### config.mk
export PLATFORM = sky130hd
export DESIGN_NAME = seg_debug_monitor
export DESIGN_NICKNAME = d
export VERILOG_FILES = /design/src/rtl/seg_debug_monitor.sv
export SDC_FILE = /design/constraint.sdc
export NUM_CORES = 1
export LEC_CHECK = 0
export CAP_MARGIN = 20
export CELL_PAD_IN_SITES_DETAIL_PLACEMENT = 0
export CELL_PAD_IN_SITES_GLOBAL_PLACEMENT = 2
export CORE_ASPECT_RATIO = 1.4
export CORE_UTILIZATION = 31
export CTS_CLUSTER_SIZE = 12
export DETAILED_ROUTE_END_ITERATION = 10
export PLACE_DENSITY_LB_ADDON = 0.1
export SETUP_SLACK_MARGIN = 0.2
export SYNTH_ARGS = -nofsm -noshare
export SYNTH_HDL_FRONTEND = slang
export SYNTH_SLANG_ARGS = --single-unit
### constraint.sdc
create_clock -name CLK -period 2.8 [get_ports CLK]
set_input_delay 0.56 -clock CLK [delete_from_list [all_inputs] [get_ports CLK]]
set_output_delay 0.56 -clock CLK [all_outputs]
set_load 0.01 [all_outputs]
### src/rtl/seg_debug_monitor.sv
// seg_debug_monitor
// Selects one of NUM_CH probe words, converts it to active-low hex 7-segment
// bytes and shifts the frame MSB-first into the board's segment shift-register
// chain, followed by a latch pulse. Frames start on an update request or on a
// periodic refresh tick. One further request can be queued while a frame runs.
module seg_debug_monitor #(
  parameter int NUM_CH      = 4,
  parameter int DIGITS      = 8,
  parameter int DIV         = 2,
  parameter int REFRESH_CYC = 2**20,
  localparam int SEL_W      = (NUM_CH > 1) ? $clog2(NUM_CH) : 1
) (
  input  logic                       CLK,
  input  logic                       Reset,
  input  logic [NUM_CH*4*DIGITS-1:0] ch_data,
  input  logic [SEL_W-1:0]           sel,
  input  logic [DIGITS-1:0]          dp,
  input  logic                       blank,
  input  logic                       hold,
  input  logic                       update,
  output logic                       busy,
  output logic                       seg_clk,
  output logic                       seg_do,
  output logic                       seg_pen,
  output logic                       seg_clr
);

  localparam int CH_W    = 4 * DIGITS;
  localparam int FRAME_W = 8 * DIGITS;
  localparam int PH_W    = $clog2(2 * DIV);
  localparam int BIT_W   = $clog2(FRAME_W);
  localparam int RC_W    = (REFRESH_CYC > 1) ? $clog2(REFRESH_CYC) : 1;

  // Phase counter values: a bit period is 2*DIV cycles (low half, high half);
  // the latch pulse reuses the same counter for DIV cycles.
  localparam logic [PH_W-1:0]  PH_HALF    = PH_W'(DIV);
  localparam logic [PH_W-1:0]  PH_LAST    = PH_W'(2 * DIV - 1);
  localparam logic [PH_W-1:0]  LATCH_LAST = PH_W'(DIV - 1);
  localparam logic [BIT_W-1:0] BIT_LAST   = BIT_W'(FRAME_W - 1);
  localparam logic [RC_W-1:0]  RC_LAST    = RC_W'(REFRESH_CYC - 1);

  typedef enum logic [1:0] {
    ST_IDLE  = 2'd0,
    ST_LOAD  = 2'd1,
    ST_SHIFT = 2'd2,
    ST_LATCH = 2'd3
  } state_t;

  state_t               state_q, state_d;
  logic [PH_W-1:0]      phase_q, phase_d;
  logic [BIT_W-1:0]     bit_q, bit_d;
  logic [FRAME_W-1:0]   shift_q, shift_d;
  logic                 pending_q, pending_d;
  logic [RC_W-1:0]      rcnt_q, rcnt_d;
  logic                 busy_q, busy_d;
  logic                 seg_clk_q, seg_clk_d;
  logic                 seg_do_q, seg_do_d;
  logic                 seg_pen_q, seg_pen_d;
  logic                 seg_clr_q;

  logic                 tick;
  logic                 trig;
  logic                 sel_valid;
  logic [CH_W-1:0]      ch_word;
  logic [FRAME_W-1:0]   frame_enc;

  // Hex nibble to {g,f,e,d,c,b,a}, active-low (0 = segment lit).
  function automatic logic [6:0] hex_to_seg(input logic [3:0] nib);
    case (nib)
      4'h0:    return 7'h40;
      4'h1:    return 7'h79;
      4'h2:    return 7'h24;
      4'h3:    return 7'h30;
      4'h4:    return 7'h19;
      4'h5:    return 7'h12;
      4'h6:    return 7'h02;
      4'h7:    return 7'h78;
      4'h8:    return 7'h00;
      4'h9:    return 7'h10;
      4'hA:    return 7'h08;
      4'hB:    return 7'h03;
      4'hC:    return 7'h46;
      4'hD:    return 7'h21;
      4'hE:    return 7'h06;
      default: return 7'h0E;
    endcase
  endfunction

  // Refresh tick fires on the terminal count unless auto-refresh is held off.
  assign tick      = (rcnt_q == RC_LAST) && !hold;
  assign trig      = update || tick;
  assign sel_valid = (int'(sel) < NUM_CH);

  // Channel multiplexer; an out-of-range select leaves the word at zero and
  // is forced blank below.
  always_comb begin
    ch_word = '0;
    for (int k = 0; k < NUM_CH; k++) begin
      if (int'(sel) == k) begin
        ch_word = ch_data[k*CH_W +: CH_W];
      end
    end
  end

  // Per-digit segment byte {dp_n, g..a}; digit 0 sits in the lowest byte so
  // the leftmost digit leaves the shift register first.
  for (genvar gi = 0; gi < DIGITS; gi++) begin : g_digit
    assign frame_enc[gi*8 +: 8] = (blank || !sel_valid) ? 8'hFF
                                : {~dp[gi], hex_to_seg(ch_word[gi*4 +: 4])};
  end

  // Free-running refresh counter, wraps at REFRESH_CYC-1.
  assign rcnt_d = (rcnt_q == RC_LAST) ? '0 : rcnt_q + RC_W'(1);

  // Frame sequencer next-state logic and registered-output precomputation.
  always_comb begin
    state_d   = state_q;
    phase_d   = phase_q;
    bit_d     = bit_q;
    shift_d   = shift_q;
    pending_d = pending_q;

    unique case (state_q)
      ST_IDLE: begin
        if (trig) begin
          state_d = ST_LOAD;
        end
      end

      ST_LOAD: begin
        // Snapshot of all display inputs happens here and only here.
        state_d = ST_SHIFT;
        phase_d = '0;
        bit_d   = '0;
        shift_d = frame_enc;
        if (trig) begin
          pending_d = 1'b1;
        end
      end

      ST_SHIFT: begin
        if (trig) begin
          pending_d = 1'b1;
        end
        if (phase_q == PH_LAST) begin
          phase_d = '0;
          shift_d = {shift_q[FRAME_W-2:0], 1'b0};
          if (bit_q == BIT_LAST) begin
            state_d = ST_LATCH;
          end else begin
            bit_d = bit_q + BIT_W'(1);
          end
        end else begin
          phase_d = phase_q + PH_W'(1);
        end
      end

      ST_LATCH: begin
        if (phase_q == LATCH_LAST) begin
          phase_d = '0;
          // A trigger on the final latch cycle chains straight into a new
          // frame, just like a request queued earlier.
          if (pending_q || trig) begin
            state_d   = ST_LOAD;
            pending_d = 1'b0;
          end else begin
            state_d = ST_IDLE;
          end
        end else begin
          phase_d = phase_q + PH_W'(1);
          if (trig) begin
            pending_d = 1'b1;
          end
        end
      end

      default: begin
        state_d = ST_IDLE;
      end
    endcase

    // Outputs are derived from the next state so they come straight from
    // flops and stay glitch-free on the board wiring.
    busy_d    = (state_d != ST_IDLE);
    seg_clk_d = (state_d == ST_SHIFT) && (phase_d >= PH_HALF);
    seg_do_d  = (state_d == ST_SHIFT) && shift_d[FRAME_W-1];
    seg_pen_d = (state_d == ST_LATCH);
  end

  // State and output registers; reset aborts any frame and drops the queue.
  always_ff @(posedge CLK) begin
    if (Reset) begin
      state_q   <= ST_IDLE;
      phase_q   <= '0;
      bit_q     <= '0;
      shift_q   <= '0;
      pending_q <= 1'b0;
      rcnt_q    <= '0;
      busy_q    <= 1'b0;
      seg_clk_q <= 1'b0;
      seg_do_q  <= 1'b0;
      seg_pen_q <= 1'b0;
      seg_clr_q <= 1'b0;
    end else begin
      state_q   <= state_d;
      phase_q   <= phase_d;
      bit_q     <= bit_d;
      shift_q   <= shift_d;
      pending_q <= pending_d;
      rcnt_q    <= rcnt_d;
      busy_q    <= busy_d;
      seg_clk_q <= seg_clk_d;
      seg_do_q  <= seg_do_d;
      seg_pen_q <= seg_pen_d;
      seg_clr_q <= 1'b1;
    end
  end

  assign busy    = busy_q;
  assign seg_clk = seg_clk_q;
  assign seg_do  = seg_do_q;
  assign seg_pen = seg_pen_q;
  assign seg_clr = seg_clr_q;

endmodule

# Word-level counts from Yosys, hierarchy flattened
# Memory sizes are Yosys's and may differ from the RTL's.
# Index checks and enable logic that the tools add are counted.
[word_totals]
mem_count = 8
wordCells = 94
in_bits = 143
rom_bits = 896
ff_bits = 100
out_inout_bits = 5
[mem_list]
columns = ["name", "depth", "width", "read_ports", "rd_clocked_by_memory_dff", "write_ports", "line", "source"]
rows = [
  ["(name not given)", 16, 7, 1, 0, 0, "69", "case (nib)"],
  ["(name not given)", 16, 7, 1, 0, 0, "69", ""],
  ["(name not given)", 16, 7, 1, 0, 0, "69", ""],
  ["(name not given)", 16, 7, 1, 0, 0, "69", ""],
  ["(name not given)", 16, 7, 1, 0, 0, "69", ""],
  ["(name not given)", 16, 7, 1, 0, 0, "69", ""],
  ["+2 memories", "n/a", "n/a", "n/a", "n/a", "n/a", "n/a", ""],
]
[op_classes]
reduce_logical = 16
n_bitwise = 8
mux = 31
addsub = 3
magnitude_cmp = 1
eq_ne = 15
[op_table]
columns = ["op", "n"]
rows = [
  ["32-bit two-way mux", 4],
  ["64-bit one-hot mux with 2 select lines", 1],
  ["64-bit two-way mux", 1],
  ["8-bit two-way mux", 8],
  ["20-bit by 1-bit adder with 20-bit output, second input constant", 1],
  ["20-bit == test, second input constant", 1],
  ["2-bit == test, second input constant", 7],
  ["2-bit two-way mux", 6],
  ["6-bit two-way mux", 2],
  ["6-bit one-hot mux with 2 select lines", 1],
  ["1-bit inverter", 8],
  ["2-bit one-hot mux with 4 select lines", 1],
  ["6-bit by 1-bit adder with 6-bit output, second input constant", 1],
  ["2-bit by 1-bit == test with 1-bit output, second input constant", 3],
  ["6-bit == test, second input constant", 1],
  ["2-bit one-hot mux with 3 select lines", 1],
  ["2-bit nonzero test", 3],
  ["1-bit two-way mux", 5],
  ["2-bit logical NOT", 2],
  ["2-bit inequality test, second input constant", 2],
  ["2-bit AND reduction", 2],
  ["2-bit OR reduction", 2],
  ["1-bit logical AND", 3],
  ["3-bit inequality test, second input constant", 1],
  ["other kinds (6)", 7],
]

# Longest topological paths before layout
# Gate-level depths: netlist of the first run.
[depth]
word_depth = 9
mapped_depth = 11
mapped_depth_nobuf = 8

# Worst setup path before layout of the first run
# OpenSTA, ideal clock, no wires.
[synth_path]
path_type = "input-to-reg"
start = "input sel[0]"
end = "register shift_q[53]"
setup_ns = 0.095
arrival_time_ns = 2.531
path_slack_ns = 0.174
required_time_ns = 2.705
stages = 10
n_path_buf = 3
cell_sequence = "buf_2 > buf_4 > buf_4 > mux4_2 > inv_1 > ha_1 > nand3_1 > nand3_1 > o21ai_0 > a221oi_1"
[synth_via]
elab_chain_cells = 8
elab_cells_between_ends = 11
classes_between = "eq/ne: 3; mux: 6; reduce/logical: 1; memory: 1"
[synth_lines]
columns = ["element", "line", "source"]
rows = [
  ["start, declared", "16", "input logic [SEL_W-1:0] sel,"],
  ["2-bit logical NOT", "99", "if (int'(sel) == k) begin"],
  ["32-bit two-way mux (3 in a row)", "99", ""],
  ["32-bit two-way mux (*)", "99", ""],
  ["memory read 16 x 7 bit (*)", "n/a", ""],
  ["8-bit two-way mux (*)", "108", "assign frame_enc[gi*8 +: 8] = (blank || !sel_valid) ? 8'hFF"],
  ["64-bit one-hot mux with 2 select lines (*)", "123", "unique case (state_q)"],
  ["end signal, assigned", "208", "shift_q <= shift_d;"],
  ["end, declared", "52", "logic [FRAME_W-1:0] shift_q, shift_d;"],
]
# Mark *: on every way between the ends. The rest lies on a longest branch, timed or not.
# A chain may end at the register's enable or synchronous reset.

# Worst setup path after layout of the first run
[layout_path]
start = "input sel[1]"
end = "register shift_q[12]"
# Same word-level chain as after synthesis.

==> metrics.cfg, run 1 <==
[global_route]
grt_pass1_wl_microns = 37900
antenna_found_initial = 0
grt_start_max_net_pins = 37
overflow = 0
grt_use_total = 0.197
grt_pass1_vias = 7035

[timing]
final-hold-violation-count = 0
tightest_slew_ns = 0.591
min_period_over_period = 0.828
fin_setup_tns_ns = 0
final-setup-viol-count = 0
fmax_mhz = 431
holdWs_ns = 0.444
worst_slack_ns = 0.481
fin_worst_skew_ns = 0.00597
rsz0062_at_grt = no
period_minus_slack_ns = 2.32
relSlewSlack = 0.605
slew_viol_final = 0

[status]
status = finished clean

[clocking]
clk_path_buf_depth = 2
cts_num_sinks = 100
clkTransAtPathRegs_ns = 0.07
ctsHoldBuffers = 0
cts_resized = 0
cts_setup_buffers = 0
h-tree-depth = 3
cts_inserted_buffers = 9
clk_latency_ns = 0.35
cts_tree = yes
root_buffer = clkbuf_16

[synthesis]
synth_warnings = 0
synth_seq_area_share = 0.270
synth_edf_count = 0
synth.distinct_cells = 61
async_flop_share = 0
synth_area_sq_mm = 0.00741
syn_nets = 1057
ys_dominant_reg_cell = dfxtp_1
syn_avg_cell_area_sq_um = 8.68
synth_seq_cells = 100
synth_cells = 854

[setup_path]
r2r_end = shift_q[30]$_SDFFE_PP0P_
end_kind = register
path_class = input port to register
crit_required_ns = 3.05
r2r-start = state_q[1]$_SDFF_PP0_
crit_path_start_kind = input port
rr_worst_depth = 6
critPathMaxFanout = 16
regToRegSetupSlack_ns = 0.51
arrival_ns = 2.57

[drt]
totalWireLength_microns = 23700
drc = 0
viasPerCell = 5.31
ant_nets = 0
drtIter0Drc = 314
wire_per_inst_microns = 18.0
vias = 6977
drt_pass1_iterations = 4

[layout]
area_delta_synth_final_pct = 31.3
final_common_cell = clkdlybuf4s50_1
layout_common_cells = clkdlybuf4s50_1 (144), dfxtp_1 (100), nor2_1 (72), nand2_1 (69), ha_1 (59)
n_fill_cell = 2398
diodes = 0
fin_area_sq_mm = 0.00973
final_layout_size_suffix_gt1_frac = 0.122
nNetsFinal = 1207

[floorplan]
die_y_microns = 185
die_w_microns = 133
pin_count = 148
initial_core_util = 0.317
coreArea_sq_mm = 0.0234
rows = 66
die_area_sq_mm = 0.0245

[placed_design]
hpwl_microns = 18300
port_buffers = 147
gp_congestion = 0.815
postPlaceCellArea_sq_mm = 0.00942
pre_cts_ws_ns = 0.0700

[run]
cap_violations = 0

[pwr]
power_density_mw_per_mm2 = 408
totalPowerFinal_uw = 3970
ir_worst_vdd_v = 0.000236
leakagePower_uw = 0.00366

[min_path]
min-delay-start = shift_q[0]$_SDFFE_PP0P_
hold_class = register to register
hold_depth = 2
whs_endpoint = shift_q[0]$_SDFFE_PP0P_

[critical path, stage by stage]
cell,delay (ns)
buf_2,0.38
buf_4,0.31
mux4_2,0.39
inv_1,0.14
ha_1,0.21
nand2b_1,0.11
nand2_1,0.08
nand3_1,0.08
a221oi_1,0.28
[per-layer routing]
metal	part of all wire	GRT usage	wire [microns]	vias up
met1	0.43	0.234	10200	3337
met3	0.024	0.0192	561	29
met4	0.020	0.0616	467	0
met5	0	0	0	-
met2	0.53	0.371	12500	120
li1	-	-	-	3491
[where the power goes]
part	total (uW)	switching, uW	internal, uW
clock	1310	586	720
combinational	1160	607	558
sequential	1500	31.6	1460
total	3970	1220	2740
[worst max-delay path by stage]
stage	slack, ns	cells after the start	startpoint	to
2_1_floorplan	0.22	10	sel[0]	shift_q[53]$_SDFFE_PP0P_
3_3_place_gp	0.09	8	sel[1]	shift_q[8]$_SDFFE_PP0P_
3_5_place_dp	0.07	8	sel[1]	shift_q[27]$_SDFFE_PP0P_
4_1_cts	0.34	7	state_q[0]$_SDFF_PP0_	shift_q[4]$_SDFFE_PP0P_
5_1_grt	0.24	8	state_q[1]$_SDFF_PP0_	shift_q[52]$_SDFFE_PP0P_
6_report	0.48	9	sel[1]	shift_q[12]$_SDFFE_PP0P_
[flip-flops by register name (all words and copies together) (netlist names)]
| name | flops |
|---|---|
| busy | 1 |
| rcnt_q | 20 |
| state_q | 2 |
| seg_clk | 1 |
| seg_pen | 1 |
| phase_q | 2 |
| shift_q | 64 |
| seg_clr | 1 |
| seg_do | 1 |
| pending_q | 1 |
| bit_q | 6 |
[layout make-up]
| class | count | area (sq um) | area share |
|---|---|---|---|
| inverter | 41 | 154 | 0.0158 |
| clock inverter | 5 | 61.3 | 0.00630 |
| sequential | 100 | 2000 | 0.206 |
| clock buffer | 11 | 243 | 0.0250 |
| timing repair buffer | 196 | 1850 | 0.190 |
| multi-input combinational | 656 | 5040 | 0.518 |
| tap | 306 | 383 | 0.0394 |
[cells in the mapped netlist, types with 4 or more instances]
library cell	n	area, sq um
dfxtp_1	100	2000
nor2_1	72	270
nand2_1	69	259
ha_1	60	751
a21oi_1	58	290
o21ai_0	44	220
inv_1	40	150
a22oi_1	36	270
clkbuf_1	36	135
mux2i_1	30	300
mux4_2	30	676
a221oi_1	22	193
nand3_1	22	110
nand2b_1	15	93.8
mux2_2	13	146
nor3_1	13	65.1
o22ai_1	13	81.3
buf_2	12	60.1
o211ai_1	12	90.1
a22o_1	11	96.3
xnor2_1	11	96.3
a221o_1	10	100
a211oi_1	9	67.6
xor2_1	9	78.8
a311oi_1	8	70.1
a31oi_1	7	43.8
nor2b_1	7	43.8
o2111ai_1	7	61.3
buf_1	5	18.8
nand4_1	5	31.3
nor3b_1	5	37.5
o31ai_1	5	37.5
a21o_1	4	30.0
and2_1	4	25.0
buf_4	4	30.0
o21a_1	4	30.0
o2bb2ai_1	4	35.0
or2_2	4	25.0
or3_1	4	25.0
[per-stage QoR]
| stage | util | std cells |
|---|---|---|
| global route | 0.416 | 1315 |
| finish | 0.416 | 1315 |
| CTS | 0.416 | 1315 |
| detailed placement | 0.403 | 1299 |
| floorplan | - | 854 |
| global placement | 0.403 | 1299 |
[logic make-up (layout without fill, tap and decap cells)]
| kind of cell | Yosys count | after routing | share of synthesized area |
|---|---|---|---|
| multiplexers | 73 | 73 | 0.151 |
| AND/OR/NAND/NOR | 237 | 237 | 0.152 |
| adder cells (fa/ha/maj) | 60 | 60 | 0.101 |
| XOR/XNOR | 20 | 20 | 0.0236 |
| AO/OA/AOI/OAI | 266 | 266 | 0.248 |
| buffers and inverters | 98 | 253 | 0.0537 |
| flip-flops | 100 | 100 | 0.270 |
(Power assumes the default switching activity.)
==> inputs of run 2 (changes only) <==
--- a/config.mk
+++ b/config.mk
@@ -9,7 +9,7 @@
 export CELL_PAD_IN_SITES_DETAIL_PLACEMENT = 0
 export CELL_PAD_IN_SITES_GLOBAL_PLACEMENT = 2
 export CORE_ASPECT_RATIO = 1.4
-export CORE_UTILIZATION = 31
+export CORE_UTILIZATION = 28
 export CTS_CLUSTER_SIZE = 12
 export DETAILED_ROUTE_END_ITERATION = 10
 export PLACE_DENSITY_LB_ADDON = 0.1
==> constraint.sdc (replaced) <==
create_clock -name CLK -period 2.1 [get_ports CLK]
set_input_delay 0.42 -clock CLK [delete_from_list [all_inputs] [get_ports CLK]]
set_output_delay 0.42 -clock CLK [all_outputs]
set_load 0.01 [all_outputs]
==> run 2 against run 1 <==
Non-clock buffer count grew 154. Utilization grew 6.2 points. Critical path depth shrank 3. Worst setup slack lost 0.37 ns. Via count grew 12%. Register-to-register slack lost 0.40 ns. Clock-buffer cell count shrank 1. Sequential cell count is the same. Critical path type is now register to register. Critical endpoint is now seg_do$_SDFF_PP0_. Largest cell class unchanged.
==> metrics.cfg, run 2 (synthesis results as in run 1) <==
[status]
status = finished clean  ; unchanged

[setup_path]
critPathMaxFanout = 5  ; was 16
crit_required_ns = 2.36  ; was 3.05 ns
regToRegSetupSlack_ns = 0.11  ; was 0.51 ns
max_stage_delay_ns = 0.56  ; was 0.39 ns
crit_chain = ha_4 -> nand3_4 -> or3_4 -> or4_4 -> a41oi_4 -> and3b_1  ; was buf_2 -> buf_4 -> mux4_2 -> inv_1 -> ha_1 -> nand2b_1 -> nand2_1 -> nand3_1 -> a221oi_1
crit_path_start_kind = register  ; was input port
path_class = register to register  ; was input port to register
arrival_ns = 2.25  ; was 2.57 ns
crit_slowest_cell = or4_4  ; was mux4_2
end_kind = register  ; unchanged

[clocking]
h-tree-depth = 3  ; unchanged
root_buffer = clkbuf_16  ; unchanged
clk_path_buf_depth = 2  ; unchanged
cts_tree = yes  ; unchanged
cts_inserted_buffers = 9  ; unchanged
clkTransAtPathRegs_ns = 0.08  ; was 0.07 ns
clk_latency_ns = 0.36  ; was 0.35 ns
ctsHoldBuffers = 0  ; unchanged
cts_num_sinks = 100  ; unchanged

[global_route]
antenna_found_initial = 0  ; unchanged
grt_start_max_net_pins = 53  ; was 37
grt_use_total = 0.202  ; was 0.197
overflow = 0  ; unchanged
grt_pass1_vias = 7866  ; was 7035
grt_pass1_wl_microns = 42600  ; was 37900 microns

[layout]
n_fill_cell = 2559  ; was 2398
largest-register = shift_q  ; unchanged
final_layout_size_suffix_gt1_frac = 0.373  ; was 0.122
reg_top3 = shift_q (64), rcnt_q (20), bit_q (6)  ; unchanged
final_common_cell = buf_4  ; was clkdlybuf4s50_1
largest_reg_flops = 64  ; unchanged
layout_common_cells = buf_4 (155), dfxtp_1 (90), clkdlybuf4s50_1 (86), nor2_1 (66), nand2_1 (58)  ; was clkdlybuf4s50_1 (144), dfxtp_1 (100), nor2_1 (72), nand2_1 (69), ha_1 (59)
fin_area_sq_mm = 0.0125  ; was 0.00973 sq mm
nNetsFinal = 1363  ; was 1207
diodes = 0  ; unchanged
utilization = 0.478  ; was 0.416
area_delta_synth_final_pct = 68.3  ; was 31.3%

[pwr]
leakagePower_uw = 0.00489  ; was 0.00366 uW
ir_worst_vdd_v = 0.000356  ; was 0.000236 V
power_density_mw_per_mm2 = 497  ; was 408 mW/mm^2

[drt]
drtIter0Drc = 272  ; was 314
totalWireLength_microns = 27600  ; was 23700 microns
wire_per_inst_microns = 18.6  ; was 18.0 microns
viasPerCell = 5.26  ; was 5.31
ant_nets = 0  ; unchanged
drc = 0  ; unchanged
vias = 7827  ; was 6977
drt_pass1_iterations = 4  ; unchanged

[floorplan]
die_y_microns = 194  ; was 185 microns
die_area_sq_mm = 0.0271  ; was 0.0245 sq mm
rows = 70  ; was 66
initial_core_util = 0.284  ; was 0.317
die_w_microns = 139  ; was 133 microns
pin_count = 148  ; unchanged
coreArea_sq_mm = 0.0261  ; was 0.0234 sq mm

[placed_design]
port_buffers = 147  ; unchanged
postPlaceCellArea_sq_mm = 0.0110  ; was 0.00942 sq mm
gp_congestion = 0.784  ; was 0.815
hpwl_microns = 20100  ; was 18300 microns

[timing]
min_period_over_period = 0.947
tightest_slew_ns = 0.473  ; was 0.591 ns
fin_worst_skew_ns = 0.0143  ; was 0.00597 ns
slew_viol_final = 0  ; unchanged
final-setup-viol-count = 0  ; unchanged
holdWs_ns = 0.355  ; was 0.444 ns
rsz0062_at_grt = yes  ; was no
period_minus_slack_ns = 1.99
final-hold-violation-count = 0  ; unchanged
fmax_mhz = 503
relSlewSlack = 0.681  ; was 0.605

[run]
cap_violations = 0  ; unchanged

[min_path]
hold_class = input port to register  ; was register to register

-- run 2: cell types whose count changed in the layout (fill, tap and decap cells not counted), moves of 11 or more --
cell	delta
clkdlybuf4s50_1	-58
buf_6	+24
ha_1	-49
buf_4	+108
dlymetal6s2s_1	+13
o21ai_0	-30
inv_1	-20
o21ai_1	+23
dlygate4sd2_1	+45
nand2_1	-11
ha_4	+46
inv_4	+13
buf_12	+15
-- run 2: area by class of cell --
class | count | area [sq um] | area share
multi-input cells | 658 | 6150 | 0.493
repair buffers | 350 | 3400 | 0.273
flip-flops and latches | 100 | 2010 | 0.162
well taps | 324 | 405 | 0.0325
clock buffers | 10 | 229 | 0.0184
inverters | 41 | 196 | 0.0157
clock inverters | 4 | 76.3 | 0.00612
-- run 2: per-layer routing --
| metal | track usage | share of wire |
|---|---|---|
| met5 | 0 | 0 |
| met4 | 0.0733 | 0.023 |
| met3 | 0.0138 | 0.027 |
| met2 | 0.380 | 0.53 |
| met1 | 0.236 | 0.42 |
-- run 2: power breakdown --
part	internal [uW]	switching [uW]	total [uW]
registers	1950	43.8	2000
logic	1250	1140	2390
clock network	1040	772	1810
total	4240	1960	6200
-- run 2: timing repair --
item,in CTS,in global routing
gates cloned,4,3
hold endpoints to repair,0,0
setup buffers,16,24
resized for setup,115,99
pin swaps,31,54
endpoints found under the setup margin,67,77
-- run 2: final timing paths --
path | to | depth (start not counted) | from
hold reg to reg | shift_q[0]$_SDFFE_PP0P_ | 2 | shift_q[0]$_SDFFE_PP0P_
hold / removal | seg_clr$_DFF_P_ | 2 | Reset
setup / recovery | seg_do$_SDFF_PP0_ | 6 | rcnt_q[1]$_SDFF_PP0_
setup reg to reg | seg_do$_SDFF_PP0_ | 6 | rcnt_q[1]$_SDFF_PP0_
-- run 2: per-stage QoR --
step | std cells | TNS [ns] | power (uW) | setup WS [ns]
finish | 1487 | 0 | 6200 | 0.111
global placement | 1426 | -10.79 | 4090 | -0.319
CTS | 1460 | 0 | 6040 | 0.0912
detailed placement | 1426 | -11.21 | 4090 | -0.332
global route | 1487 | 0 | 6500 | 0.0312
floorplan | 854 | -1.17 | 3160 | -0.101
-- run 2: worst max-delay path: cells and delay by family (launching register included) --
| kind | cells | cell delay [ns] |
|---|---|---|
| compound gates | 1 | 0.20 |
| fa+ha+maj | 1 | 0.15 |
| flops | 1 | 0.35 |
| simple gates | 4 | 1.19 |
